<file path="src/rtl/debug_word_loader.sv">
// debug_word_loader
//   Loads the instruction memory of the MIPS debug path from a UART byte stream.
//   Received bytes are packed into NBITS-wide words, in either byte order. Each
//   finished word is written to instruction memory at an address that increments
//   automatically. The load ends when the END_WORD marker arrives; that marker is
//   never written. An inter-byte timeout or a memory overflow raises the sticky
//   error flag.
//
// Ports
//   i_clk, i_reset  clock; asynchronous active-high reset
//   i_start         1-cycle pulse that arms a load (acted on only in IDLE)
//   i_rx_ready      byte-valid level from the UART rx; only its rising edge counts
//   i_rx_data       received byte
//   o_mem_addr      write address, held until the next strobe
//   o_mem_data      write data, held until the next strobe
//   o_mem_write     1-cycle write strobe
//   o_busy          high in RECV and WRITE
//   o_done          1-cycle pulse when the load ends on END_WORD
//   o_error         sticky timeout/overflow flag, cleared by the next accepted start
//   o_word_count    number of words written in the current or last load
//   o_state         IDLE=0 RECV=1 WRITE=2 DONE=3 ERROR=4
module debug_word_loader #(
  parameter int              NBITS        = 32,
  parameter int              DATA_BITS    = 8,
  parameter int              ADDR_BITS    = 8,
  parameter bit              MSB_FIRST    = 1'b1,
  parameter logic [NBITS-1:0] END_WORD    = '1,
  parameter int              BYTE_TIMEOUT = 1000000
) (
  input  logic                 i_clk,
  input  logic                 i_reset,
  input  logic                 i_start,
  input  logic                 i_rx_ready,
  input  logic [DATA_BITS-1:0] i_rx_data,
  output logic [ADDR_BITS-1:0] o_mem_addr,
  output logic [NBITS-1:0]     o_mem_data,
  output logic                 o_mem_write,
  output logic                 o_busy,
  output logic                 o_done,
  output logic                 o_error,
  output logic [ADDR_BITS:0]   o_word_count,
  output logic [2:0]           o_state
);

  localparam int NBYTES = NBITS / DATA_BITS;
  localparam int BCW    = (NBYTES > 1) ? $clog2(NBYTES) : 1;
  localparam int TW     = (BYTE_TIMEOUT > 1) ? $clog2(BYTE_TIMEOUT + 1) : 1;

  localparam logic [BCW-1:0]     LAST_BYTE = BCW'(NBYTES - 1);
  localparam logic [TW-1:0]      TMO_LAST  = TW'(BYTE_TIMEOUT - 1);
  // Word count that means "every memory location has been written".
  localparam logic [ADDR_BITS:0] DEPTH     = {1'b1, {ADDR_BITS{1'b0}}};

  typedef enum logic [2:0] {
    S_IDLE  = 3'd0,
    S_RECV  = 3'd1,
    S_WRITE = 3'd2,
    S_DONE  = 3'd3,
    S_ERROR = 3'd4
  } state_t;

  state_t               state_q;
  logic                 rx_prev_q;
  logic [BCW-1:0]       byte_cnt_q;
  logic [NBITS-1:0]     sr_q;
  logic [TW-1:0]        tmo_q;
  logic [ADDR_BITS-1:0] addr_q;
  logic [ADDR_BITS:0]   word_count_q;
  logic [ADDR_BITS-1:0] mem_addr_q;
  logic [NBITS-1:0]     mem_data_q;
  logic                 mem_write_q;
  logic                 error_q;

  logic                 accept;
  logic [NBITS-1:0]     sr_d;

  // A byte is taken only on a rising edge of i_rx_ready seen while receiving.
  assign accept = (state_q == S_RECV) && i_rx_ready && !rx_prev_q;

  generate
    if (NBYTES == 1) begin : g_one_byte
      assign sr_d = i_rx_data;
    end else if (MSB_FIRST) begin : g_msb_first
      assign sr_d = {sr_q[NBITS-DATA_BITS-1:0], i_rx_data};
    end else begin : g_lsb_first
      assign sr_d = {i_rx_data, sr_q[NBITS-1:DATA_BITS]};
    end
  endgenerate

  always_ff @(posedge i_clk or posedge i_reset) begin
    if (i_reset) begin
      state_q      <= S_IDLE;
      rx_prev_q    <= 1'b0;
      byte_cnt_q   <= '0;
      sr_q         <= '0;
      tmo_q        <= '0;
      addr_q       <= '0;
      word_count_q <= '0;
      mem_addr_q   <= '0;
      mem_data_q   <= '0;
      mem_write_q  <= 1'b0;
      error_q      <= 1'b0;
    end else begin
      rx_prev_q   <= i_rx_ready;
      mem_write_q <= 1'b0;
      case (state_q)
        S_IDLE: begin
          if (i_start) begin
            state_q      <= S_RECV;
            addr_q       <= '0;
            word_count_q <= '0;
            byte_cnt_q   <= '0;
            tmo_q        <= '0;
            sr_q         <= '0;
            error_q      <= 1'b0;
          end
        end
        S_RECV: begin
          // An accept takes priority over a timeout that expires in the same cycle.
          if (accept) begin
            sr_q  <= sr_d;
            tmo_q <= '0;
            if (byte_cnt_q == LAST_BYTE) begin
              byte_cnt_q <= '0;
              state_q    <= S_WRITE;
              // The write decision is made here, so the strobe leaves a register
              // during the WRITE cycle. WRITE repeats the same test to pick the
              // next state.
              if (sr_d != END_WORD && word_count_q != DEPTH) begin
                mem_write_q <= 1'b1;
                mem_addr_q  <= addr_q;
                mem_data_q  <= sr_d;
              end
            end else begin
              byte_cnt_q <= byte_cnt_q + 1'b1;
            end
          end else if (BYTE_TIMEOUT != 0 && byte_cnt_q != '0) begin
            if (tmo_q == TMO_LAST) begin
              state_q    <= S_ERROR;
              error_q    <= 1'b1;
              byte_cnt_q <= '0;
              tmo_q      <= '0;
            end else begin
              tmo_q <= tmo_q + 1'b1;
            end
          end
        end
        S_WRITE: begin
          if (sr_q == END_WORD) begin
            state_q <= S_DONE;
          end else if (word_count_q == DEPTH) begin
            state_q <= S_ERROR;
            error_q <= 1'b1;
          end else begin
            state_q      <= S_RECV;
            addr_q       <= addr_q + 1'b1;
            word_count_q <= word_count_q + 1'b1;
          end
        end
        S_DONE:  state_q <= S_IDLE;
        S_ERROR: state_q <= S_IDLE;
        default: state_q <= S_IDLE;
      endcase
    end
  end

  assign o_mem_addr   = mem_addr_q;
  assign o_mem_data   = mem_data_q;
  assign o_mem_write  = mem_write_q;
  assign o_busy       = (state_q == S_RECV) || (state_q == S_WRITE);
  assign o_done       = (state_q == S_DONE);
  assign o_error      = error_q;
  assign o_word_count = word_count_q;
  assign o_state      = state_q;

endmodule

</file>
<file path="config.mk">
export PLATFORM = sky130hd
export DESIGN_NAME = debug_word_loader
export DESIGN_NICKNAME = d
export VERILOG_FILES = /design/src/rtl/debug_word_loader.sv
export SDC_FILE = /design/constraint.sdc
export NUM_CORES = 1
export LEC_CHECK = 0
export CORE_UTILIZATION = 64
export CTS_CLUSTER_DIAMETER = 50
export DETAILED_ROUTE_END_ITERATION = 12
export DONT_BUFFER_PORTS = 1
export PLACE_DENSITY = 0.85
export SYNTH_ARGS = -nofsm -noshare
export SYNTH_HDL_FRONTEND = slang
export SYNTH_SLANG_ARGS = --single-unit
</file>
<file path="constraint.sdc">
create_clock -name i_clk -period 5.7 [get_ports i_clk]
set_input_delay 1.14 -clock i_clk [delete_from_list [all_inputs] [get_ports i_clk]]
set_output_delay 1.14 -clock i_clk [all_outputs]
set_load 0.1 [all_outputs]
</file>
==> impl_metrics.py, run 1 <==
metrics = {
    "status": {
        "status": "completed",
    },
    "timing": {
        "slew-limit-headroom": 0.242,
        "finalWorstSetupSlack_ns": 2.13,
        "fin_tns_setup_ns": 0,
        "final_max_slew_viol_count": 0,
        "max_freq_mhz": 280,
        "period_needed_ns": 3.57,
        "finalClockSkew_ns": 0.00696,
        "rsz0062_at_grt": "no",
        "max_slew.worst_pin.slew_ns": 1.13,
        "min_period_over_period": 0.626,
        "setup_viol_count_final": 0,
        "finalHoldViolations": 0,
        "hold_slack_ns": 0.493,
    },
    "logic_synthesis": {
        "syn_inst": 521,
        "synth.top_cell.area_share": 0.543,
        "async_flop_share": 1.00,
        "synth-edff-count": 0,
        "ys_seq_area_frac": 0.543,
        "synth_area_sq_um": 5390,
        "synth_area_leaders": "dfrtp_1, mux2_2, nand2_1",
        "synth_ff_type": "dfrtp_1",
        "synth_commonest_cells": "dfrtp_1, nand2_1, o21ai_0",
        "syn-num-nets": 539,
        "syn_avg_cell_area_sq_um": 10.3,
        "yosysWarnings": 0,
        "ys_types": 55,
        "ys_ff_latch": 117,
        "synth_top_area_cell": "dfrtp_1",
        "synth_most_common_cell": "dfrtp_1",
    },
    "power_and_ir_drop": {
        "p_per_area_nw_per_um2": 642,
        "power_frac_seq": 0.519,
        "vdd_drop_max_mv": 0.396,
        "p_leak_nw": 2.62,
        "swShare": 0.495,
        "combPwrFrac": 0.204,
        "p_int_mw": 1.97,
        "clkPwrFrac": 0.276,
        "switchingPower_mw": 1.93,
    },
    "cts": {
        "cts.repair.resized": 0,
        "cts-root-buf": "clkbuf_8",
        "clock-sinks": 117,
        "hold_buffers": 0,
        "h-tree-depth": 4,
        "numCtsBuffers": 17,
        "clockBufferDepth": 2,
        "cts_tree": "built",
        "insertion_delay_ns": 0.53,
        "path_clk_slew_ns": 0.06,
        "cts_setup_buffers": 0,
    },
    "placed_design": {
        "place_ws_ns": 2.61,
        "gp_congestion": 0.909,
        "dp_hpwl_microns": 7470,
        "io_buffers": 0,
    },
    "layout": {
        "drive_above_1_share": 0.182,
        "nFillCells": 548,
        "area_growth_pct": 12.8,
        "diodes": 0,
        "final_nets": 539,
    },
    "floorplan": {
        "floorplan.initialDensity": 0.659,
        "die-area_sq_um": 8790,
        "die_w_microns": 93.8,
        "core_area_sq_um": 8180,
        "rows": 33,
        "pin_count": 68,
        "floorplan.die.height_microns": 93.8,
    },
    "setup_path": {
        "r2r-start": "o_state[2]",
        "slowest_stage": "or2_2",
        "r2r_end": "o_mem_data[16]",
        "cp-start-kind": "register",
        "worst-r2r-cell-count": 8,
        "cp.arrival_ns": 2.43,
        "rrSetupSlack_ns": 2.63,
        "crit_top_cell": "buf_4",
        "critPathCaptureType": "output pin",
        "critPathKind": "reg2out",
        "startpoint": "o_state[2]",
        "crit_required_ns": 4.56,
        "path_max_fanout": 36,
        "crit_chain": "buf_4 -> nor3b_4 -> buf_4 -> or2_2",
        "cp_slowest_stage_delay_ns": 0.53,
    },
    "route": {
        "drt-initial-drc-count": 351,
        "firstDrtPassIters": 5,
        "vias": 4126,
        "drcViolationCount": 0,
        "avgRoutedWirePerCell_microns": 19.1,
        "ant_nets": 0,
        "wirelength_microns": 12200,
        "avgViaCountPerCell": 6.46,
    },
    "global_route": {
        "grt_max_degree": 65,
        "track_usage": 0.305,
        "grt_pass1_wl_microns": 20000,
        "antenna_found_initial": 0,
        "grt_pass1_vias": 4031,
        "grt-ovfl-total": 0,
    },
    "worst_hold_path": {
        "hold_end": "sr_q[28]",
        "min_path_cells": 2,
        "holdCritStartpoint": "sr_q[28]",
        "hold_path_class": "reg2reg",
    },
    "job": {
        "cap_violations": 0,
    },
}
## registers in the layout, indices dropped and copies added (netlist names)
name	cells
tmo_q	20
o_mem_addr	8
o_mem_data	32
addr_q	8
byte_cnt_q	2
rx_prev_q	1
o_word_count	9
sr_q	32
o_state	3
o_mem_write	1
o_error	1
## metrics by stage
step / power (mW) / cells / utilization / area (sq um)
2_1_floorplan: 2.61 / 521 / - / 5390
3_3_place_gp: 2.76 / 607 / 0.670 / 5480
3_5_place_dp: 2.81 / 607 / 0.670 / 5480
4_1_cts: 3.91 / 639 / 0.744 / 6080
5_1_grt: 4.07 / 639 / 0.744 / 6080
6_report: 3.90 / 639 / 0.744 / 6080
## routing by layer
layer,vias up,share of wire,GRT usage
met1,2038,0.41,0.380
li1,1878,-,-
met5,-,0,0
met3,27,0.075,0.117
met2,183,0.49,0.481
met4,0,0.023,0.115
## worst max-delay path, delay by kind of cell (launching register included)
| family | cells | cell delay, ns |
|---|---|---|
| flip-flops | 1 | 0.49 |
| AND/OR/NAND/NOR | 2 | 0.74 |
| buffers and inverters | 2 | 0.67 |
## worst max-delay path by stage
stage and end:
2_1_floorplan addr_q[0], 3_3_place_gp o_busy, 3_5_place_dp o_mem_data[16], 4_1_cts o_busy, 5_1_grt o_busy, 6_report o_busy
## layout make-up
| cell class | instances | area (sq um) | share of cell area |
|---|---|---|---|
| Tap cell | 105 | 131 | 0.0216 |
| Sequential cell | 117 | 2930 | 0.481 |
| Clock inverter | 13 | 173 | 0.0284 |
| Clock buffer | 19 | 432 | 0.0710 |
| Inverter | 12 | 47.5 | 0.00782 |
| Multi-Input combinational cell | 366 | 2320 | 0.381 |
| Timing Repair Buffer | 7 | 52.6 | 0.00864 |
## power groups by stage
stage	combinational, mW	clock, mW	sequential (mW)
2_1_floorplan	0.598	0	2.01
3_3_place_gp	0.744	0	2.02
3_5_place_dp	0.782	0	2.03
4_1_cts	0.799	1.09	2.02
5_1_grt	0.885	1.13	2.05
6_report	0.798	1.08	2.03
## placed cells by master (no fill, tap or decap), types with 3 or more instances in the layout
| cell | instances |
|---|---|
| dfrtp_1 | 117 |
| nand2_1 | 90 |
| o21ai_0 | 54 |
| mux2_2 | 40 |
| a21oi_1 | 23 |
| nor2_1 | 18 |
| nand4_1 | 17 |
| clkbuf_16 | 16 |
| or4_1 | 15 |
| nand3_1 | 14 |
| o31ai_1 | 13 |
| inv_1 | 11 |
| nor4_1 | 7 |
| buf_4 | 7 |
| or2_2 | 6 |
| ha_1 | 6 |
| or3_1 | 4 |
| clkinvlp_4 | 4 |
| nor3_1 | 3 |
| and3_1 | 3 |
| nor2_2 | 3 |
| and2_1 | 3 |
| nand4b_1 | 3 |
| o41ai_1 | 3 |
| xor2_1 | 3 |
| xnor2_1 | 3 |
| inv_6 | 3 |
| bufinv_16 | 3 |
| clkinv_4 | 3 |
## logic make-up (layout without fill, tap and decap cells)
family,Yosys count,after routing,synth area share
xor+xnor,6,6,0.00975
mux,40,40,0.0836
simple gates,202,202,0.192
compound gates,112,112,0.126
buf+inv,38,51,0.0318
fa+ha+maj,6,6,0.0139
flops,117,117,0.543
(Power assumes the default switching activity.)
==> run 2, diff against run 1 <==
ABC_AREA = 1   (was unset)
CORE_UTILIZATION = 63   (was 64)
PLACE_DENSITY = 0.84   (was 0.85)
clock period = 3.5 ns   (was 5.7 ns; I/O delays follow)
==> impl_metrics.py, run 2 <==
metrics = {
    "power_and_ir_drop": {
        "swShare": 0.491,
        "combPwrFrac": 0.216,
        "switchingPower_mw": 2.99,
        "p_int_mw": 3.10,
        "power.total_mw": 6.09,
        "clkPwrFrac": 0.272,
        "power_frac_seq": 0.512,
        "vdd_drop_max_mv": 0.654,
        "p_leak_nw": 2.98,
        "p_per_area_nw_per_um2": 964,
    },
    "layout": {
        "nFillCells": 552,
        "drive_above_1_share": 0.107,
        "final_nets": 725,
        "diodes": 0,
        "mostFrequentLayoutCells": "nand2_1, dfrtp_1, nand3_1",
        "finalNonFillerCells": 824,
        "layout_commonest_cell": "nand2_1",
        "area_growth_pct": 13.4,
    },
    "timing": {
        "max_freq_mhz": 348,
        "max_slew.worst_pin.slew_ns": 0.946,
        "finalClockSkew_ns": 0.00926,
        "rsz0062_at_grt": "no",
        "hold_slack_ns": 0.202,
        "setup_viol_count_final": 0,
        "finalHoldViolations": 0,
        "slew-limit-headroom": 0.370,
        "period_needed_ns": 2.87,
        "min_period_over_period": 0.820,
        "fin_tns_setup_ns": 0,
        "final_max_slew_viol_count": 0,
        "finalWorstSetupSlack_ns": 0.628,
    },
    "floorplan": {
        "rows": 33,
        "floorplan.die.height_microns": 96.0,
        "die_w_microns": 96.0,
        "floorplan.initialDensity": 0.665,
        "core_area_sq_um": 8380,
        "pin_count": 68,
        "die-area_sq_um": 9220,
    },
    "logic_synthesis": {
        "synth_top_area_cell": "dfrtp_1",
        "synth_ff_type": "dfrtp_1",
        "synth_commonest_cells": "nand2_1, dfrtp_1, nand3_1",
        "ys_ff_latch": 117,
        "yosysWarnings": 0,
        "async_flop_share": 1.00,
        "ys_seq_area_frac": 0.525,
        "syn_avg_cell_area_sq_um": 8.03,
        "syn_inst": 694,
        "synth_area_leaders": "dfrtp_1, nand2_1, nand3_1",
        "ys_types": 34,
        "synth_most_common_cell": "nand2_1",
        "synth.top_cell.area_share": 0.525,
        "syn-num-nets": 712,
        "synth-edff-count": 0,
        "synth_area_sq_um": 5570,
    },
    "worst_hold_path": {
        "hold_end": "rx_prev_q",
        "min_path_cells": 0,
        "hold_path_class": "in2reg",
        "holdCritStartpoint": "i_rx_ready",
    },
    "setup_path": {
        "r2r_end": "o_word_count[1]",
        "cp_slowest_stage_delay_ns": 0.49,
        "cp.arrival_ns": 2.17,
        "rrSetupSlack_ns": 0.89,
        "crit_chain": "nor2_1 -> inv_1 -> nor2_1 -> inv_1 -> nand2_1 -> buf_12",
        "r2r-start": "o_state[0]",
        "crit_required_ns": 2.80,
        "path_max_fanout": 10,
        "cp-start-kind": "register",
        "cpLargestDelayFamily": "simple AND/OR/NAND/NOR gates",
        "cp_num_buf_inv": 3,
        "slowest_stage": "nor2_1",
        "critPathCaptureType": "output pin",
        "worst-r2r-cell-count": 9,
        "critPathKind": "reg2out",
    },
    "global_route": {
        "grt-ovfl-total": 0,
        "grt_max_degree": 80,
        "grt_pass1_wl_microns": 20300,
        "grt_pass1_vias": 4396,
        "antenna_found_initial": 0,
        "track_usage": 0.294,
    },
    "placed_design": {
        "io_buffers": 0,
        "dp_hpwl_microns": 7990,
        "gp_congestion": 0.891,
        "place_ws_ns": 0.897,
        "placed_cells": 793,
    },
    "route": {
        "firstDrtPassIters": 6,
        "avgRoutedWirePerCell_microns": 15.4,
        "avgViaCountPerCell": 5.74,
        "vias": 4733,
        "drcViolationCount": 0,
        "wirelength_microns": 12700,
        "drt-initial-drc-count": 396,
        "ant_nets": 0,
    },
    "status": {
        "status": "completed",
    },
    "cts": {
        "insertion_delay_ns": 0.53,
        "numCtsBuffers": 17,
        "cts_tree": "built",
        "clock-sinks": 117,
        "cts.repair.resized": 0,
        "clockBufferDepth": 2,
        "hold_buffers": 0,
        "path_clk_slew_ns": 0.06,
        "cts-root-buf": "clkbuf_8",
        "cts_setup_buffers": 0,
        "h-tree-depth": 4,
    },
    "job": {
        "cap_violations": 0,
    },
}
[run 2: changes by cell type after synthesis, sizes merged, moves of 16 or more]
| cell | previous run | this run |
|---|---|---|
| nand2 | 90 | 205 |
| mux2 | 40 | 0 |
| or4 | 16 | 0 |
| o21ai | 54 | 79 |
| inv | 12 | 67 |
| nand3 | 14 | 80 |
| nor2 | 22 | 71 |
[run 2: layout make-up]
cell class	count	area [sq um]	share of cell area
Tap cell	105	131	0.0208
Timing Repair Buffer	20	175	0.0277
Multi-Input combinational cell	484	2260	0.357
Inverter	67	260	0.0412
Clock buffer	22	463	0.0733
Clock inverter	9	103	0.0162
Sequential cell	117	2930	0.463
[run 2: power groups by stage]
stage	clock network, mW	logic, mW	registers (mW)
2_1_floorplan	0	0.961	3.13
3_3_place_gp	0	1.23	3.12
3_5_place_dp	0	1.27	3.13
4_1_cts	1.67	1.31	3.12
5_1_grt	1.72	1.46	3.16
6_report	1.66	1.32	3.12
[run 2: through the flow]
step | utilization | instance area (sq um)
after CTS | 0.754 | 6320
after floorplan | - | 5580
after detailed placement | 0.686 | 5750
after global placement | 0.686 | 5750
final | 0.754 | 6320
after global routing | 0.754 | 6320
[run 2: cells by family after synthesis]
group                      synth area share
DFF                                   0.525
AOI/OAI and AO/OA                    0.0874
adders and majority gates            0.0135
and+or+nand+nor                       0.295
xor gates and xnor gates            0.00629
buffers and inverters                0.0725
[run 2: worst max-delay path by stage]
stage	startpoint	to	slack [ns]	depth (start not counted)
after CTS	o_state[0]	o_busy	0.65	6
after global routing	o_state[0]	o_busy	0.48	6
after floorplan	o_state[0]	o_done	0.46	2
after global placement	o_state[0]	o_word_count[1]	1.07	8
final	o_state[0]	o_busy	0.63	6
after detailed placement	o_state[0]	addr_q[3]	0.90	9
[run 2: routing by layer]
layer | part of all wire | global-route usage
met2 | 0.49 | 0.466
met5 | 0 | 0
met4 | 0.017 | 0.114
met3 | 0.078 | 0.0750
met1 | 0.41 | 0.390
==> run 3, diff against run 2 <==
clock period = 2.8 ns   (was 3.5 ns; I/O delays follow)
==> impl_metrics.py, run 3 (same netlist as run 2, synthesis figures left out) <==
metrics = {
    "placed_design": {
        "dpl_cell_area_sq_um": 5770,
        "gp_congestion": 0.898,
        "dp_hpwl_microns": 8110,
        "io_buffers": 0,
    },
    "cts": {
        "path_clk_slew_ns": 0.06,
        "hold_buffers": 0,
        "cts.repair.resized": 0,
        "cts_setup_buffers": 0,
        "cts-root-buf": "clkbuf_8",
        "h-tree-depth": 4,
        "clockBufferDepth": 2,
        "insertion_delay_ns": 0.53,
        "numCtsBuffers": 17,
        "cts_tree": "built",
        "clock-sinks": 117,
    },
    "route": {
        "avgViaCountPerCell": 5.71,
        "drt-initial-drc-count": 329,
        "firstDrtPassIters": 5,
        "avgRoutedWirePerCell_microns": 15.4,
        "ant_nets": 0,
        "wirelength_microns": 12800,
        "drcViolationCount": 0,
        "vias": 4720,
    },
    "layout": {
        "area_growth_pct": 14.0,
        "mostFrequentLayoutCells": "nand2_1, dfrtp_1, nand3_1",
        "diodes": 0,
        "final_nets": 726,
        "utilization": 0.758,
        "layout_commonest_cell": "nand2_1",
        "drive_above_1_share": 0.111,
        "fin_area_sq_um": 6350,
    },
    "worst_hold_path": {
        "hold_path_class": "in2reg",
    },
    "setup_path": {
        "path_max_fanout": 20,
        "crit_chain": "nor2_1 -> inv_1 -> nor2_1 -> buf_4 -> inv_1 -> nand2_1 -> buf_12",
        "cp-start-kind": "register",
        "rrSetupSlack_ns": 0.53,
        "cp.arrival_ns": 2.04,
        "cpLargestDelayFamily": "buffers and inverters",
        "cp_num_buf_inv": 4,
        "critPathCaptureType": "output pin",
        "critPathKind": "reg2out",
        "crit_required_ns": 2.24,
        "cp_slowest_stage_delay_ns": 0.41,
        "slowest_stage": "dfrtp_1",
    },
    "floorplan": {
        "floorplan.initialDensity": 0.665,
        "floorplan.die.height_microns": 96.0,
        "pin_count": 68,
        "rows": 33,
        "die-area_sq_um": 9220,
        "die_w_microns": 96.0,
        "core_area_sq_um": 8380,
    },
    "timing": {
        "fin_tns_setup_ns": 0,
        "max_slew.worst_pin.slew_ns": 0.943,
        "min_period_over_period": 0.927,
        "finalHoldViolations": 0,
        "setup_viol_count_final": 0,
        "slew-limit-headroom": 0.372,
        "hold_slack_ns": 0.0512,
        "finalClockSkew_ns": 0.00662,
        "period_needed_ns": 2.60,
        "rsz0062_at_grt": "no",
        "max_freq_mhz": 385,
        "final_max_slew_viol_count": 0,
    },
    "global_route": {
        "grt_pass1_vias": 4422,
        "track_usage": 0.303,
        "grt_max_degree": 57,
        "antenna_found_initial": 0,
        "grt_pass1_wl_microns": 20900,
        "grt-ovfl-total": 0,
    },
    "job": {
        "cap_violations": 0,
    },
    "power_and_ir_drop": {
        "p_leak_nw": 3.00,
        "power.total_mw": 7.67,
        "p_per_area_nw_per_um2": 1210,
        "vdd_drop_max_mv": 0.782,
    },
    "status": {
        "status": "completed",
    },
}
-- run 3: layer usage --
| metal | routed length [microns] | GRT usage |
|---|---|---|
| met3 | 852 | 0.105 |
| met5 | 0 | 0 |
| met1 | 5410 | 0.400 |
| met4 | 233 | 0.0995 |
| met2 | 6260 | 0.471 |
-- run 3: layout make-up --
type / instances / area [sq um]
clock buffer: 19 / 432
clock inverter: 13 / 150
fill: 559 / 2030
inverter: 67 / 260
multi-input combinational: 484 / 2260
sequential: 117 / 2930
tap: 105 / 131
timing repair buffer: 21 / 195
-- run 3: final timing paths --
path / from / endpoint / cells past startpoint
min: i_rx_ready / rx_prev_q / 0
max in group asynchronous: i_reset / o_word_count[5] / 2
min in group asynchronous: i_reset / o_mem_data[23] / 1
max: o_state[2] / o_busy / 7
max reg2reg: o_state[1] / o_mem_data[10] / 9
min reg2reg: byte_cnt_q[1] / byte_cnt_q[1] / 2
-- run 3: per-stage QoR --
step | worst slack, ns | std cells
3_3_place_gp | 0.786 | 794
5_1_grt | 0.0790 | 826
2_1_floorplan | -0.101 | 694
4_1_cts | 0.215 | 826
6_report | 0.205 | 826
3_5_place_dp | 0.639 | 794
-- run 3: power by group --
part           internal, mW  switching (mW)
Sequential             2.10            1.80
Combinational         0.460            1.18
Clock                  1.30           0.824
